[src/rtl/biquad_coef_pkg.sv]
// Shared register map, coefficient indices and address decode for the
// biquad coefficient bank.
package biquad_coef_pkg;

    localparam int NCOEF       = 5;
    localparam int IDX_A11     = 0;
    localparam int IDX_A12     = 1;
    localparam int IDX_B10     = 2;
    localparam int IDX_B11     = 3;
    localparam int IDX_B12     = 4;

    localparam int SECT_STRIDE = 8;
    localparam int SECT_SHIFT  = $clog2(SECT_STRIDE);

    localparam int OFF_CTRL    = 'h40;
    localparam int OFF_XCAP    = 'h41;
    localparam int OFF_YCAP    = 'h42;
    localparam int OFF_SCNT    = 'h43;

    typedef enum logic [2:0] {
        SEL_NONE,
        SEL_COEF,
        SEL_CTRL,
        SEL_XCAP,
        SEL_YCAP,
        SEL_SCNT
    } reg_sel_e;

    function automatic logic is_coef_idx(input logic [SECT_SHIFT-1:0] idx);
        return (idx == SECT_SHIFT'(IDX_A11)) || (idx == SECT_SHIFT'(IDX_A12)) ||
               (idx == SECT_SHIFT'(IDX_B10)) || (idx == SECT_SHIFT'(IDX_B11)) ||
               (idx == SECT_SHIFT'(IDX_B12));
    endfunction

    // Anything that is not an exact match falls to SEL_NONE and reads as zero.
    function automatic reg_sel_e decode_sel(input logic [29:0] word, input int nsect);
        reg_sel_e sel;
        sel = SEL_NONE;
        if (word == 30'(OFF_CTRL))
            sel = SEL_CTRL;
        else if (word == 30'(OFF_XCAP))
            sel = SEL_XCAP;
        else if (word == 30'(OFF_YCAP))
            sel = SEL_YCAP;
        else if (word == 30'(OFF_SCNT))
            sel = SEL_SCNT;
        else if ((int'(word[29:SECT_SHIFT]) < nsect) && is_coef_idx(word[SECT_SHIFT-1:0]))
            sel = SEL_COEF;
        return sel;
    endfunction

endpackage

[src/rtl/biquad_coef_section.sv]
// One biquad section: five shadow coefficients written from the bus and
// five active coefficients loaded from the shadows on a commit.
module biquad_coef_section
    import biquad_coef_pkg::*;
#(
    parameter int COEFW = 16
) (
    input  logic                        clk_i,
    input  logic                        rst_i,
    input  logic                        wr_en,
    input  logic [SECT_SHIFT-1:0]       wr_idx,
    input  logic [COEFW-1:0]            wr_data,
    input  logic                        load,
    output logic [NCOEF*COEFW-1:0]      shadow,
    output logic [NCOEF*COEFW-1:0]      active
);

    // Non-blocking update lets a coincident load see the pre-write shadow.
    always_ff @(posedge clk_i) begin
        if (rst_i) begin
            shadow <= '0;
            active <= '0;
        end else begin
            if (load)
                active <= shadow;
            for (int k = 0; k < NCOEF; k++) begin
                if (wr_en && (wr_idx == SECT_SHIFT'(k)))
                    shadow[k*COEFW +: COEFW] <= wr_data;
            end
        end
    end

endmodule

[src/rtl/biquad_coefbank.sv]
// Wishbone-mapped coefficient bank for a cascade of biquad sections with
// double-buffered commit on sample boundaries plus sample capture/counting.
module biquad_coefbank
    import biquad_coef_pkg::*;
#(
    parameter int          NSECT     = 2,
    parameter int          COEFW     = 16,
    parameter int          DATAWIDTH = 12,
    parameter logic [31:0] BASEADDR  = 32'h3000_0000
) (
    input  logic                          clk_i,
    input  logic                          rst_i,
    input  logic                          cyc_i,
    input  logic                          stb_i,
    input  logic                          we_i,
    input  logic [31:0]                   adr_i,
    input  logic [31:0]                   dat_i,
    output logic [31:0]                   dat_o,
    output logic                          ack_o,
    input  logic                          sample_stb_i,
    input  logic [DATAWIDTH-1:0]          x_i,
    input  logic [DATAWIDTH-1:0]          y_i,
    output logic [NSECT*NCOEF*COEFW-1:0]  coef_o,
    output logic                          commit_pend_o
);

    localparam int SIW = 30 - SECT_SHIFT;

    logic                          ack_r;
    logic                          req;
    logic [31:0]                   adr_diff;
    logic [29:0]                   word;
    logic [SIW-1:0]                sect_idx;
    logic [SECT_SHIFT-1:0]         coef_idx;
    reg_sel_e                      sel;
    logic                          wr_coef;
    logic                          wr_commit;
    logic                          load;
    logic                          pending;
    logic [COEFW-1:0]              wr_data;
    logic [NSECT*NCOEF*COEFW-1:0]  shadow_all;
    logic [COEFW-1:0]              coef_sel;
    logic [15:0]                   coef_left;
    logic [31:0]                   rd_data;
    logic [DATAWIDTH-1:0]          xcap;
    logic [DATAWIDTH-1:0]          ycap;
    logic [31:0]                   scnt;
    logic                          unused_bits;

    // The registered ack is gated by cyc so an abandoned cycle never sees ack.
    assign ack_o         = ack_r & cyc_i;
    assign req           = cyc_i & stb_i & ~ack_o;
    assign adr_diff      = adr_i - BASEADDR;
    assign word          = adr_diff[31:2];
    assign sect_idx      = word[29:SECT_SHIFT];
    assign coef_idx      = word[SECT_SHIFT-1:0];
    assign sel           = decode_sel(word, NSECT);
    assign wr_coef       = req & we_i & (sel == SEL_COEF);
    assign wr_commit     = req & we_i & (sel == SEL_CTRL) & dat_i[0];
    assign load          = sample_stb_i & pending;
    assign wr_data       = dat_i[15 -: COEFW];
    assign commit_pend_o = pending;
    assign unused_bits   = ^{adr_diff[1:0], dat_i};

    for (genvar s = 0; s < NSECT; s++) begin : g_sect
        logic wr_en;
        assign wr_en = wr_coef && (sect_idx == SIW'(s));

        biquad_coef_section #(
            .COEFW (COEFW)
        ) u_sect (
            .clk_i   (clk_i),
            .rst_i   (rst_i),
            .wr_en   (wr_en),
            .wr_idx  (coef_idx),
            .wr_data (wr_data),
            .load    (load),
            .shadow  (shadow_all[s*NCOEF*COEFW +: NCOEF*COEFW]),
            .active  (coef_o[s*NCOEF*COEFW +: NCOEF*COEFW])
        );
    end

    // Coefficients read back left-aligned in 16 bits, then sign-extended.
    always_comb begin
        coef_sel = '0;
        for (int s = 0; s < NSECT; s++) begin
            for (int k = 0; k < NCOEF; k++) begin
                if ((sect_idx == SIW'(s)) && (coef_idx == SECT_SHIFT'(k)))
                    coef_sel = shadow_all[(s*NCOEF+k)*COEFW +: COEFW];
            end
        end
        coef_left = 16'(coef_sel) << (16 - COEFW);

        rd_data = '0;
        case (sel)
            SEL_COEF: rd_data = {{16{coef_left[15]}}, coef_left};
            SEL_CTRL: rd_data = {31'b0, pending};
            SEL_XCAP: rd_data = 32'($signed(xcap));
            SEL_YCAP: rd_data = 32'($signed(ycap));
            SEL_SCNT: rd_data = scnt;
            default:  rd_data = '0;
        endcase
    end

    always_ff @(posedge clk_i) begin
        if (rst_i) begin
            ack_r   <= 1'b0;
            dat_o   <= '0;
            pending <= 1'b0;
            xcap    <= '0;
            ycap    <= '0;
            scnt    <= '0;
        end else begin
            ack_r <= req;
            if (req)
                dat_o <= rd_data;
            // A fresh commit wins over the clear, so it survives a coincident strobe.
            if (wr_commit)
                pending <= 1'b1;
            else if (load)
                pending <= 1'b0;
            if (sample_stb_i) begin
                xcap <= x_i;
                ycap <= y_i;
                scnt <= scnt + 32'd1;
            end
        end
    end

endmodule
[config.mk]
export PLATFORM = sky130hd
export DESIGN_NAME = biquad_coefbank
export DESIGN_NICKNAME = d
export VERILOG_FILES = /design/src/rtl/biquad_coef_pkg.sv /design/src/rtl/biquad_coef_section.sv /design/src/rtl/biquad_coefbank.sv
export SDC_FILE = /design/constraint.sdc
export NUM_CORES = 1
export LEC_CHECK = 0
export CAP_MARGIN = 20
export CORE_AREA = 5 5 183 185
export DETAILED_ROUTE_END_ITERATION = 6
export DIE_AREA = 0 0 188 190
export PLACE_DENSITY = 0.85
export SLEW_MARGIN = 30
export SYNTH_ARGS = -nofsm -noshare
export SYNTH_HDL_FRONTEND = slang
export SYNTH_HIERARCHICAL = 1
export SYNTH_SLANG_ARGS = --single-unit
[constraint.sdc]
create_clock -name clk_i -period 7.6 [get_ports clk_i]
set_input_delay 1.14 -clock clk_i [delete_from_list [all_inputs] [get_ports clk_i]]
set_output_delay 1.14 -clock clk_i [all_outputs]
set_load 0.005 [all_outputs]
; ---- Word level (Yosys, flattened, before mapping)
; Index checks and enable logic that the tools add are counted.
[totals]
reg_bits = 410
input_bits = 94
out_inout_bits = 194
word_cells = 92
[op_classes]
addsub = 2
order_cmp = 1
eq_ne = 14
mux = 18
bitwise_logic = 9
reduce_logical = 30
[ops]
columns = op, n
row1 = 2-to-1 mux 16 bit, 10
row2 = one-hot mux 32 bit (5 select lines), 1
row3 = == test 30 x 7 -> 1 bit (second input constant), 4
row4 = adder 32 x 1 -> 32 bit (second input constant), 1
row5 = subtractor 32 x 30 -> 32 bit (second input constant), 1
row6 = == test 27 x 1 -> 1 bit (second input constant), 1
row7 = logical NOT 27 bit, 1
row8 = < comparator 27 x 2 -> 1 bit (second input constant), 1
row9 = logical AND 1 bit, 23
row10 = == test 3 x 2 -> 1 bit (second input constant), 4
row11 = 2-to-1 mux 3 bit, 4
row12 = == test 3 bit (second input constant), 3
row13 = bitwise AND 1 bit, 8
row14 = == test 3 x 1 -> 1 bit (second input constant), 2
row15 = logical OR 1 bit, 4
row16 = logical NOT 3 bit, 1
row17 = 2-to-1 mux 1 bit, 3
row18 = nonzero test 2 bit, 1
row19 = NOT 1 bit, 1

; ---- Longest topological paths before layout
; Gate-level depths: netlist of the first run.
[depth]
depth_word = 16
mapped_depth = 11
ltp_nobuf = 9

; ---- By module
; Netlist of the first run, hierarchy kept.
[by_module_without_submodules]
columns = mod, n_inst, cells_per_inst, area_per_inst_um2, seq_area_each_um2
row1 = biquad_coef_section, 2, 541, 5969.5, 3203.1
row2 = biquad_coefbank, 1, 749, 6228.5, 1801.7

; ---- Worst setup path before layout of the first run
; OpenSTA, ideal clock, no wires.
[synth_timing]
path_type = in2reg
start = input port adr_i[28]
end = register g_sect[0].u_sect.shadow[5]
setup_ps = 122
arrival_ps = 3769
t_required_ps = 7478
setup_slack_ps = 3709
cell_stages = 10
n_path_buf = 3
cell_sequence = ha_1 > nor3b_2 > nand2_2 > a2111o_1 > clkbuf_1 > nor3_1 > or4b_1 > buf_6 > buf_12 > mux2i_1
[synth_between]
elab_chain_cells = 12
elab_cells_between_ends = 17
classes_between = add/sub (1) / order compare (1) / eq/ne (5) / mux (5) / bitwise (1) / reduce/logical (4)
[synth_rtl]
columns = item, line_no
row1 = from (decl), biquad_coefbank.sv:16  ; input logic [31:0] adr_i,
row2 = subtractor 32 x 30 -> 32 bit (*), biquad_coefbank.sv:53  ; assign adr_diff = adr_i - BASEADDR;
row3 = < comparator 27 x 2 -> 1 bit, biquad_coef_pkg.sv:47  ; else if ((int'(word[29:SECT_SHIFT]) < nsect) && is_coef_idx(word[SECT_SHIFT-1:0]))
row4 = logical AND 1 bit, biquad_coef_pkg.sv:47
row5 = 2-to-1 mux 1 bit, biquad_coef_pkg.sv:47
row6 = 2-to-1 mux 3 bit, biquad_coef_pkg.sv:45  ; else if (word == 30'(OFF_SCNT))
row7 = 2-to-1 mux 3 bit, biquad_coef_pkg.sv:43  ; else if (word == 30'(OFF_YCAP))
row8 = 2-to-1 mux 3 bit, biquad_coef_pkg.sv:41  ; else if (word == 30'(OFF_XCAP))
row9 = 2-to-1 mux 3 bit, biquad_coef_pkg.sv:39  ; if (word == 30'(OFF_CTRL))
row10 = == test 3 x 1 -> 1 bit, biquad_coefbank.sv:58  ; assign wr_coef = req & we_i & (sel == SEL_COEF);
row11 = bitwise AND 1 bit, biquad_coefbank.sv:58
row12 = logical AND 1 bit (*), biquad_coefbank.sv:67  ; assign wr_en = wr_coef && (sect_idx == SIW'(s));
row13 = net g_sect[0].wr_en, biquad_coefbank.sv:66  ; logic wr_en;
row14 = logical AND 1 bit (*), biquad_coef_section.sv:27  ; if (wr_en && (wr_idx == SECT_SHIFT'(k)))
row15 = "to (signal, indexed assignment)", biquad_coef_section.sv:28  ; shadow[k*COEFW +: COEFW] <= wr_data;
row16 = to (decl), biquad_coef_section.sv:14  ; output logic [NCOEF*COEFW-1:0] shadow,
; The timed path passes the listed nets; every way through them passes the cells marked *.
; A chain may end at the register's enable or synchronous reset.

; ---- Worst setup path after layout of the first run
[layout_timing]
start = input port adr_i[28]
end = register g_sect[0].u_sect.shadow[4]
; The elaborated chain is that of the path after synthesis.

==> flow_metrics.env, run 1 <==
export IMPL_crit_path_end="g_sect[0].u_sect/shadow[4]$_SDFFE_PP0P_"
export IMPL_fin_hold_ws_ns=0.491
export IMPL_synth_area_top_cells="dfxtp_1 (45%), mux2i_1 (21%), nand2b_1 (6.9%)"
export IMPL_synthCells=1831
export IMPL_yosysUniqueCellTypes=77
export IMPL_hold_buffers=0
export IMPL_crit_path_start_kind="input pin"
export IMPL_syn_area_um2=18200
export IMPL_postCtsSetupBuffers=0
export IMPL_drt_first_iter_violations=1477
export IMPL_avgSynthCellArea_um2=9.92
export IMPL_num_antenna_cells=0
export IMPL_arrival_ns=5.43
export IMPL_core_region_area_um2=31900
export IMPL_finalPower_mw=4.47
export IMPL_r2r_setup_slack_ns=4.60
export IMPL_antenna_found_initial=3
export IMPL_status="completed"
export IMPL_setup_tns_ns=0
export IMPL_grt_pass1_vias=14356
export IMPL_clock_sinks=410
export IMPL_dieArea_um2=35700
export IMPL_grt_usage_pct=29.0
export IMPL_min_period_ns=5.03
export IMPL_grt_max_degree=132
export IMPL_syn_num_nets=1928
export IMPL_synth_edff_count=0
export IMPL_setup_viol=0
export IMPL_die_width_um=188
export IMPL_num_rows=66
export IMPL_cts_made_buffers=42
export IMPL_gr_total_overflow=0
export IMPL_instances_no_fill=2469
export IMPL_placed_cell_area_um2=20900
export IMPL_synth_yosys_seq_area_share_pct=45.2
export IMPL_placed_cells=2392
export IMPL_maxCapViolCount=0
export IMPL_final_nets=2125
export IMPL_hpwl_um=39100
export IMPL_irDropWorstVdd_mv=0.177
export IMPL_yosys_most_used_dff="dfxtp_1"
export IMPL_timing_rr_end="g_sect[0].u_sect/shadow[4]$_SDFFE_PP0P_"
export IMPL_port_buffers=269
export IMPL_slew_headroom_pct=37.0
export IMPL_synth_area_leader_cell="dfxtp_1"
export IMPL_avgRoutedWirePerCell_um=22.0
export IMPL_fin_crit_sh_pct=66.2
export IMPL_finalWirelength_um=54400
export IMPL_reg2regPathDepth=6
export IMPL_cellPowerDensity_nw_per_um2=200
export IMPL_leakage_nw=8.30
export IMPL_cts_root_buf="clkbuf_16"
export IMPL_boundaryPins=288
export IMPL_hold_viol=0
export IMPL_place_gp_congestion=0.924
export IMPL_maxSlewViolCount=0
export IMPL_vias=14798
export IMPL_yosysMostFrequentCell="dfxtp_1"
export IMPL_setup_worst_path_class="input pin to flop"
export IMPL_synthArstFlopShare_pct=0
export IMPL_grt_pass1_wl_um=83000
export IMPL_worst_pin_slew_ns=0.922
export IMPL_synth_seq_cells=410
export IMPL_clock_path_buffers=3
export IMPL_start_util_pct=57.0
export IMPL_area_growth_syn_to_layout_pct=23.0
export IMPL_drcViolationCount=0
export IMPL_die_h_um=190
export IMPL_clk_pin_slew_ns=0.06
export IMPL_cts_resized=0
export IMPL_fin_area_um2=22300
export IMPL_synth_warnings=6
export IMPL_ant_nets=0
export IMPL_cp_end_kind="flop"
export IMPL_required_ns=7.99
export IMPL_viasPerCell=5.99
export IMPL_synth_top_area_share_pct=45.2
export IMPL_cts_tree="done"
export IMPL_cts_htree_levels=2
export IMPL_finClkSkew_ns=0.0170
export IMPL_hold_class="flop to flop"
export IMPL_fmax_ghz=0.199
export IMPL_drive_above_1_share_pct=6.55
export IMPL_yosys_top_cells_count="dfxtp_1 (410), mux2i_1 (379), nor2_1 (250)"
export IMPL_r2r_start="ack_r$_SDFF_PP0_"
export IMPL_dr_pass1_iters=6
export IMPL_clkLatencyLatePin_ns=0.54
export IMPL_startpoint="adr_i[28]"
export IMPL_crit_fanout=16
export IMPL_rsz0062_at_grt="no"
[kinds of logic after synthesis]
logic type               count (synthesis)  share of synthesized area, %
XOR/XNOR                                28                          1.35
AND/OR/NAND/NOR                        620                          17.9
AO/OA/AOI/OAI                          234                          9.88
multiplexers                           386                          21.7
flip-flops                             410                          45.2
buffers and inverters                  150                          3.75
adder cells (fa/ha/maj)                  3                         0.207
[layout by cell type (no fill, tap or decap), types with 17 or more instances in the layout]
cell type        synthesis  routed
dfxtp_1                410     410
mux2i_1                379     379
clkdlybuf4s50_1          0     266
nor2_1                 250     250
nand2b_1               201     201
a21oi_1                 57      57
nand2_1                 48      48
clkbuf_16                0      42
a221oi_1                24      24
a211oi_1                20      20
buf_4                    0      20
xor2_1                  19      19
a22o_1                  18      18
o21a_1                  18      18
nand3_1                 17      17
[critical path, cell delays in order]
cell	delay (ns)
clkdlybuf4s50_1	0.58
ha_1	0.22
nor2b_1	0.24
nand3_1	0.44
a2111o_1	0.81
nor3_1	0.76
or4b_2	1.01
mux2i_1	0.22
[power breakdown]
group	total [mW]	leakage (nW)	internal (mW)	switching, mW
registers	2.17	3.31	2.16	0.00739
logic	0.243	4.33	0.0963	0.147
clock network	2.06	0.662	1.21	0.851
total	4.47	8.30	3.47	1.01
[stage by stage]
step | utilization, % | setup WS (ns)
2_1_floorplan | - | 3.71
3_3_place_gp | 65.6 | 2.17
4_1_cts | 70.0 | 2.62
3_5_place_dp | 65.7 | 2.11
6_report | 70.1 | 2.57
5_1_grt | 70.1 | 2.32
[worst min-delay path by stage]
stage | start | endpoint | slack, ns | cells after the start
2_1_floorplan | xcap[0]$_SDFFE_PP0P_ | xcap[0]$_SDFFE_PP0P_ | 0.45 | 2
3_3_place_gp | xcap[0]$_SDFFE_PP0P_ | xcap[0]$_SDFFE_PP0P_ | 0.47 | 2
3_5_place_dp | g_sect[1].u_sect/active[69]$_SDFFE_PP0P_ | g_sect[1].u_sect/active[69]$_SDFFE_PP0P_ | 0.48 | 2
4_1_cts | g_sect[0].u_sect/shadow[19]$_SDFFE_PP0P_ | g_sect[0].u_sect/shadow[19]$_SDFFE_PP0P_ | 0.50 | 2
5_1_grt | g_sect[1].u_sect/active[69]$_SDFFE_PP0P_ | g_sect[1].u_sect/active[69]$_SDFFE_PP0P_ | 0.51 | 2
6_report | g_sect[0].u_sect/active[28]$_SDFFE_PP0P_ | g_sect[0].u_sect/active[28]$_SDFFE_PP0P_ | 0.49 | 2
[registers in the layout (all words and copies together), names as in the netlist]
signal	cells
ack_r	1
g_sect.u_sect/shadow	160
scnt	32
g_sect.u_sect/active	160
commit_pend_o	1
xcap	12
dat_o	32
ycap	12
[cell type report]
| class | count | area [um2] |
|---|---|---|
| fillers | 2335 | 9530 |
| multi-input cells | 1271 | 9330 |
| flip-flops and latches | 410 | 8210 |
| repair buffers | 291 | 2870 |
| clock buffers | 64 | 1210 |
| well taps | 408 | 510 |
| clock inverters | 13 | 169 |
| inverters | 12 | 45.0 |
[per-layer routing]
metal  part of all wire [%]  GRT usage [%]  up-vias
li1                       -              -     6832
met1                     43           40.4     7151
met2                     45           45.8      685
met3                    8.6           5.74      124
met4                    3.1           9.03        6
met5                  0.062              0        -
No activity file was read; power rests on OpenSTA's default activity.
==> run 2: changes to the inputs <==
CORE_AREA = 5 5 190 192   (was 5 5 183 185)
DIE_AREA = 0 0 195 197   (was 0 0 188 190)
PLACE_DENSITY = 0.79   (was 0.85)
clock period = 4.7 ns   (was 7.6 ns; I/O delays follow)
==> run 2 against run 1 <==
Clock skew is essentially flat; register-to-register slack got worse by 2.4 ns; sequential cell count unchanged; clock-buffer cell count fell by 4; first-iteration DRC count decreased by 12%; sequential power rose by 62%; non-clock buffer count is 26 higher; clock power grew 64%; critical path depth increased by 2; cell count grew 3.0%; critical endpoint is now g_sect[1].u_sect/shadow[10]$_SDFFE_PP0P_; largest power group unchanged.
==> flow_metrics.env, run 2 (synthesized netlist as in run 1, its figures left out) <==
export IMPL_slowest_stage="or4b_1"
export IMPL_clock_path_buffers=3
export IMPL_layout_setup_ws_ns=0.690
export IMPL_dr_pass1_iters=5
export IMPL_worst_pin_slew_ns=1.07
export IMPL_drcViolationCount=0
export IMPL_grt_pass1_vias=14337
export IMPL_final_cell_mix="dfxtp_1 (410), mux2i_1 (379), clkdlybuf4s50_1 (265), nor2_1 (250), nand2b_1 (201)"
export IMPL_crit_path_start_kind="input pin"
export IMPL_timing_rr_end="g_sect[1].u_sect/shadow[10]$_SDFFE_PP0P_"
export IMPL_viasPerCell=5.82
export IMPL_grt_pass1_wl_um=84000
export IMPL_max_stage_delay_ns=0.88
export IMPL_reg2regPathDepth=6
export IMPL_hpwl_um=40000
export IMPL_multi_input_area_um2=9330
export IMPL_postCtsSetupBuffers=0
export IMPL_clk_pin_slew_ns=0.06
export IMPL_drt_first_iter_violations=1293
export IMPL_cts_made_buffers=43
export IMPL_hold_start="g_sect[0].u_sect/active[60]$_SDFFE_PP0P_"
export IMPL_port_buffers=269
export IMPL_die_width_um=195
export IMPL_setup_worst_path_class="input pin to flop"
export IMPL_cts_resized=0
export IMPL_layout_commonest_cell="dfxtp_1"
export IMPL_grt_usage_pct=27.3
export IMPL_p_sw_share_pct=22.6
export IMPL_place_gp_congestion=0.951
export IMPL_clock_sinks=410
export IMPL_slew_headroom_pct=26.5
export IMPL_rsz0062_at_grt="no"
export IMPL_cts_root_buf="clkbuf_16"
export IMPL_status="completed"
export IMPL_die_h_um=197
export IMPL_clkLatencyLatePin_ns=0.55
export IMPL_start_util_pct=53.1
export IMPL_leakage_nw=8.45
export IMPL_ant_nets=0
export IMPL_required_ns=5.08
export IMPL_cellPowerDensity_nw_per_um2=322
export IMPL_hold_class="flop to flop"
export IMPL_min_path_cells=2
export IMPL_min_period_ns=4.01
export IMPL_finalPower_mw=7.29
export IMPL_finClkSkew_ns=0.0173
export IMPL_seq_power_share_pct=48.1
export IMPL_arrival_ns=4.39
export IMPL_maxSlewViolCount=0
export IMPL_fillerInstances=2705
export IMPL_fin_crit_sh_pct=85.3
export IMPL_avgRoutedWirePerCell_um=21.7
export IMPL_hold_viol=0
export IMPL_fmax_ghz=0.249
export IMPL_hold_buffers=0
export IMPL_internal_power_mw=5.64
export IMPL_cp_end_kind="flop"
export IMPL_maxCapViolCount=0
export IMPL_setup_tns_ns=0
export IMPL_pre_cts_slack_ns=0.195
export IMPL_hold_end="g_sect[0].u_sect/active[60]$_SDFFE_PP0P_"
export IMPL_setup_viol=0
export IMPL_core_region_area_um2=34200
export IMPL_dieArea_um2=38400
export IMPL_p_comb_share_pct=5.5
export IMPL_cts_htree_levels=2
export IMPL_final_nets=2152
export IMPL_antenna_found_initial=2
export IMPL_irDropWorstVdd_mv=0.257
export IMPL_num_rows=68
export IMPL_grt_max_degree=209
export IMPL_drive_above_1_share_pct=7.77
export IMPL_boundaryPins=288
export IMPL_finalWirelength_um=55200
export IMPL_reg_top3="g_sect.u_sect/active x160, g_sect.u_sect/shadow x160"
export IMPL_crit_fanout=16
export IMPL_worstPathCellList="clkdlybuf4s50_1 > or4_1 > a31oi_1 > a221oi_2 > nor2_2 > nand3_1 > nor3_1 > buf_4 > or4b_1 > mux2i_1"
export IMPL_area_growth_syn_to_layout_pct=24.7
export IMPL_r2r_start="ack_r$_SDFF_PP0_"
export IMPL_p_switching_mw=1.65
export IMPL_fin_util_pct=66.3
export IMPL_cts_tree="done"
export IMPL_gr_total_overflow=0
export IMPL_clock_power_share_pct=46.4
export IMPL_r2r_setup_slack_ns=2.22
export IMPL_regArea_um2=8210
export IMPL_vias=14797
[run 2: worst max-delay path by stage]
stage	from	end	depth (start not counted)
finish	adr_i[26]	g_sect[1].u_sect/shadow[10]$_SDFFE_PP0P_	10
floorplan	adr_i[28]	g_sect[0].u_sect/shadow[5]$_SDFFE_PP0P_	10
detailed placement	adr_i[26]	g_sect[1].u_sect/shadow[10]$_SDFFE_PP0P_	10
global placement	adr_i[26]	g_sect[1].u_sect/shadow[5]$_SDFFE_PP0P_	10
global route	adr_i[26]	g_sect[1].u_sect/shadow[1]$_SDFFE_PP0P_	10
CTS	adr_i[26]	g_sect[1].u_sect/shadow[10]$_SDFFE_PP0P_	10
[run 2: area by class of cell]
| type | count | share of cell area (%) |
|---|---|---|
| clock inverter | 16 | 0.795 |
| antenna | 2 | 0.0221 |
| multi-input combinational | 1271 | 41.2 |
| timing repair buffer | 317 | 13.7 |
| clock buffer | 60 | 5.39 |
| inverter | 12 | 0.199 |
| tap | 455 | 2.51 |
| sequential | 410 | 36.2 |
[run 2: metrics by stage]
stage	hold WS, ns	std cells	cell area [um2]
after floorplan	0.455	1831	18200
after global placement	0.475	2463	21200
after detailed placement	0.483	2463	21200
after CTS	0.494	2539	22600
after global routing	0.514	2542	22700
final	0.490	2543	22700
[run 2: worst max-delay path, delay by kind of cell]
family	cells	cell delay, ns
and+or+nand+nor	5	2.40
buffers and inverters	2	0.64
AOI/OAI and AO/OA	2	0.38
muxes	1	0.24
[run 2: power by group through the flow]
stage,Sequential [mW],Clock [mW],Combinational [mW]
floorplan,3.58,0,0.222
global route,3.50,3.57,0.425
detailed placement,3.58,0,0.391
CTS,3.50,3.42,0.393
finish,3.51,3.38,0.402
global placement,3.58,0,0.387
[run 2: layer usage]
| layer | routed length, um | share of wire, % | vias to the layer above | global-route usage [%] |
|---|---|---|---|---|
| li1 | - | - | 6913 | - |
| met1 | 23800 | 43 | 7197 | 37.1 |
| met2 | 25500 | 46 | 583 | 44.4 |
| met3 | 4130 | 7.5 | 102 | 5.06 |
| met4 | 1800 | 3.3 | 2 | 8.95 |
| met5 | 13 | 0.024 | - | 0 |
==> run 3: changes to the inputs <==
CTS_CLUSTER_DIAMETER = 80   (was default)
SLEW_MARGIN = default   (was 30)
==> run 3 against run 2 <==
Power about the same; critical path depth unchanged; combinational power about the same; routed wire length about the same; cell count about the same; maximum frequency up 0.78%; sequential share of layout area up 0.092 points; register-to-register slack about the same; clock-buffer cell count unchanged; via count down 0.14%; largest cell class unchanged; highest routed layer unchanged.
==> flow_metrics.env, run 3 (synthesized netlist as in run 1, its figures left out) <==
export IMPL_clock_path_buffers=3
export IMPL_num_rows=68
export IMPL_worstPathCellList="clkdlybuf4s50_1 > or4_1 > a31oi_1 > a221oi_2 > nor2_2 > nand3_1 > nor3_1 > buf_4 > or4b_1 > mux2i_1"
export IMPL_crit_path_start_kind="input pin"
export IMPL_start_util_pct=53.1
export IMPL_cp_top_family="simple AND/OR/NAND/NOR gates"
export IMPL_leakage_nw=8.44
export IMPL_crit_path_end="g_sect[1].u_sect/shadow[10]$_SDFFE_PP0P_"
export IMPL_cp_end_kind="flop"
export IMPL_drive_above_1_share_pct=7.63
export IMPL_reg2regPathDepth=6
export IMPL_hold_class="flop to flop"
export IMPL_viasPerCell=5.82
export IMPL_layout_commonest_cell="dfxtp_1"
export IMPL_avgRoutedWirePerCell_um=21.7
export IMPL_rsz0062_at_grt="no"
export IMPL_final_cell_mix="dfxtp_1 (410), mux2i_1 (379), clkdlybuf4s50_1 (265), nor2_1 (250), nand2b_1 (201)"
export IMPL_dr_pass1_iters=7
export IMPL_cp_depth=10
export IMPL_hold_viol=0
export IMPL_status="completed"
export IMPL_crit_buf_inv=2
export IMPL_clock_power_share_pct=46.5
export IMPL_crit_fanout=16
export IMPL_setup_tns_ns=0
export IMPL_cts_tree="done"
export IMPL_grt_pass1_vias=14337
export IMPL_worst_pin_slew_ns=1.09
export IMPL_fin_util_pct=66.1
export IMPL_hold_buffers=0
export IMPL_port_buffers=269
export IMPL_postCtsSetupBuffers=0
export IMPL_die_h_um=197
export IMPL_clk_pin_slew_ns=0.06
export IMPL_p_comb_share_pct=5.5
export IMPL_internal_power_mw=5.64
export IMPL_drcViolationCount=0
export IMPL_grt_max_degree=209
export IMPL_p_switching_mw=1.66
export IMPL_r2r_start="ack_r$_SDFF_PP0_"
export IMPL_startpoint="adr_i[26]"
export IMPL_finalWirelength_um=55200
export IMPL_p_sw_share_pct=22.7
export IMPL_drt_first_iter_violations=1212
export IMPL_final_nets=2151
export IMPL_max_stage_delay_ns=0.88
export IMPL_r2r_setup_slack_ns=2.22
export IMPL_layout_setup_ws_ns=0.721
export IMPL_finClkSkew_ns=0.0158
export IMPL_grt_pass1_wl_um=84000
export IMPL_clkLatencyLatePin_ns=0.55
export IMPL_reg_top3="g_sect.u_sect/active x160, g_sect.u_sect/shadow x160"
export IMPL_grt_usage_pct=27.3
export IMPL_arrival_ns=4.36
export IMPL_setup_worst_path_class="input pin to flop"
export IMPL_cts_root_buf="clkbuf_16"
export IMPL_fmax_ghz=0.251
export IMPL_fillerInstances=2714
export IMPL_antenna_found_initial=2
export IMPL_slew_headroom_pct=25.7
export IMPL_maxSlewViolCount=0
export IMPL_die_width_um=195
export IMPL_timing_rr_end="g_sect[1].u_sect/shadow[10]$_SDFFE_PP0P_"
export IMPL_pre_cts_slack_ns=0.195
export IMPL_slowest_stage="or4b_1"
export IMPL_dieArea_um2=38400
export IMPL_ant_nets=0
export IMPL_seq_power_share_pct=48.0
export IMPL_hpwl_um=40000
export IMPL_cts_htree_levels=2
export IMPL_fin_crit_sh_pct=84.7
export IMPL_vias=14777
export IMPL_irDropWorstVdd_mv=0.257
export IMPL_cts_resized=0
export IMPL_area_growth_syn_to_layout_pct=24.4
export IMPL_maxCapViolCount=0
export IMPL_cts_made_buffers=43
export IMPL_setup_viol=0
export IMPL_place_gp_congestion=0.951
export IMPL_finalPower_mw=7.30
export IMPL_cellPowerDensity_nw_per_um2=323
export IMPL_core_region_area_um2=34200
export IMPL_gr_total_overflow=0
export IMPL_clock_sinks=410
export IMPL_required_ns=5.08
export IMPL_min_period_ns=3.98
export IMPL_boundaryPins=288
[run 3: cell count changes in the layout (fill, tap and decap cells not counted), sizes merged]
cell   delta
buf       -1
diode     -1
[run 3: per-stage QoR]
stage	hold slack [ns]	cells	area (um2)
finish	0.492	2541	22600
global route	0.514	2541	22600
CTS	0.494	2539	22600
detailed placement	0.483	2463	21200
global placement	0.475	2463	21200
floorplan	0.455	1831	18200
[run 3: final cells by class]
class	count	area, um2	area share, %
Tap cell	455	569	2.52
Clock buffer	60	1220	5.40
Sequential cell	410	8210	36.3
Antenna cell	1	2.50	0.0111
Clock inverter	16	180	0.797
Multi-Input combinational cell	1271	9300	41.2
Inverter	12	45.0	0.199
Timing Repair Buffer	316	3070	13.6
[run 3: worst register-to-register path: cells and delay by family, from the launching register on]
family	cells	cell delay, ns
buf+inv	1	0.19
flops	1	0.31
mux	1	0.25
simple gates	4	1.58
[run 3: how the worst min path moves through the flow]
| stage | startpoint | end | slack [ns] | depth (start not counted) |
|---|---|---|---|---|
| floorplan | xcap[0]$_SDFFE_PP0P_ | xcap[0]$_SDFFE_PP0P_ | 0.45 | 2 |
| global placement | g_sect[0].u_sect/shadow[19]$_SDFFE_PP0P_ | g_sect[0].u_sect/shadow[19]$_SDFFE_PP0P_ | 0.48 | 2 |
| detailed placement | g_sect[1].u_sect/active[13]$_SDFFE_PP0P_ | g_sect[1].u_sect/active[13]$_SDFFE_PP0P_ | 0.48 | 2 |
| CTS | g_sect[0].u_sect/shadow[19]$_SDFFE_PP0P_ | g_sect[0].u_sect/shadow[19]$_SDFFE_PP0P_ | 0.49 | 2 |
| global route | g_sect[0].u_sect/shadow[19]$_SDFFE_PP0P_ | g_sect[0].u_sect/shadow[19]$_SDFFE_PP0P_ | 0.51 | 2 |
| finish | g_sect[0].u_sect/active[60]$_SDFFE_PP0P_ | g_sect[0].u_sect/active[60]$_SDFFE_PP0P_ | 0.49 | 2 |
[run 3: power by group through the flow]
stage	registers [mW]	clock network [mW]	logic, mW
4_1_cts	3.50	3.42	0.393
5_1_grt	3.50	3.57	0.422
2_1_floorplan	3.58	0	0.222
6_report	3.50	3.39	0.399
3_3_place_gp	3.58	0	0.387
3_5_place_dp	3.58	0	0.391
[run 3: metal layers]
layer | global-route usage, % | routed length (um) | vias up
met5 | 0 | 13 | -
li1 | - | - | 6907
met4 | 8.95 | 1720 | 2
met1 | 37.1 | 23600 | 7157
met2 | 44.4 | 25500 | 615
met3 | 5.06 | 4400 | 96
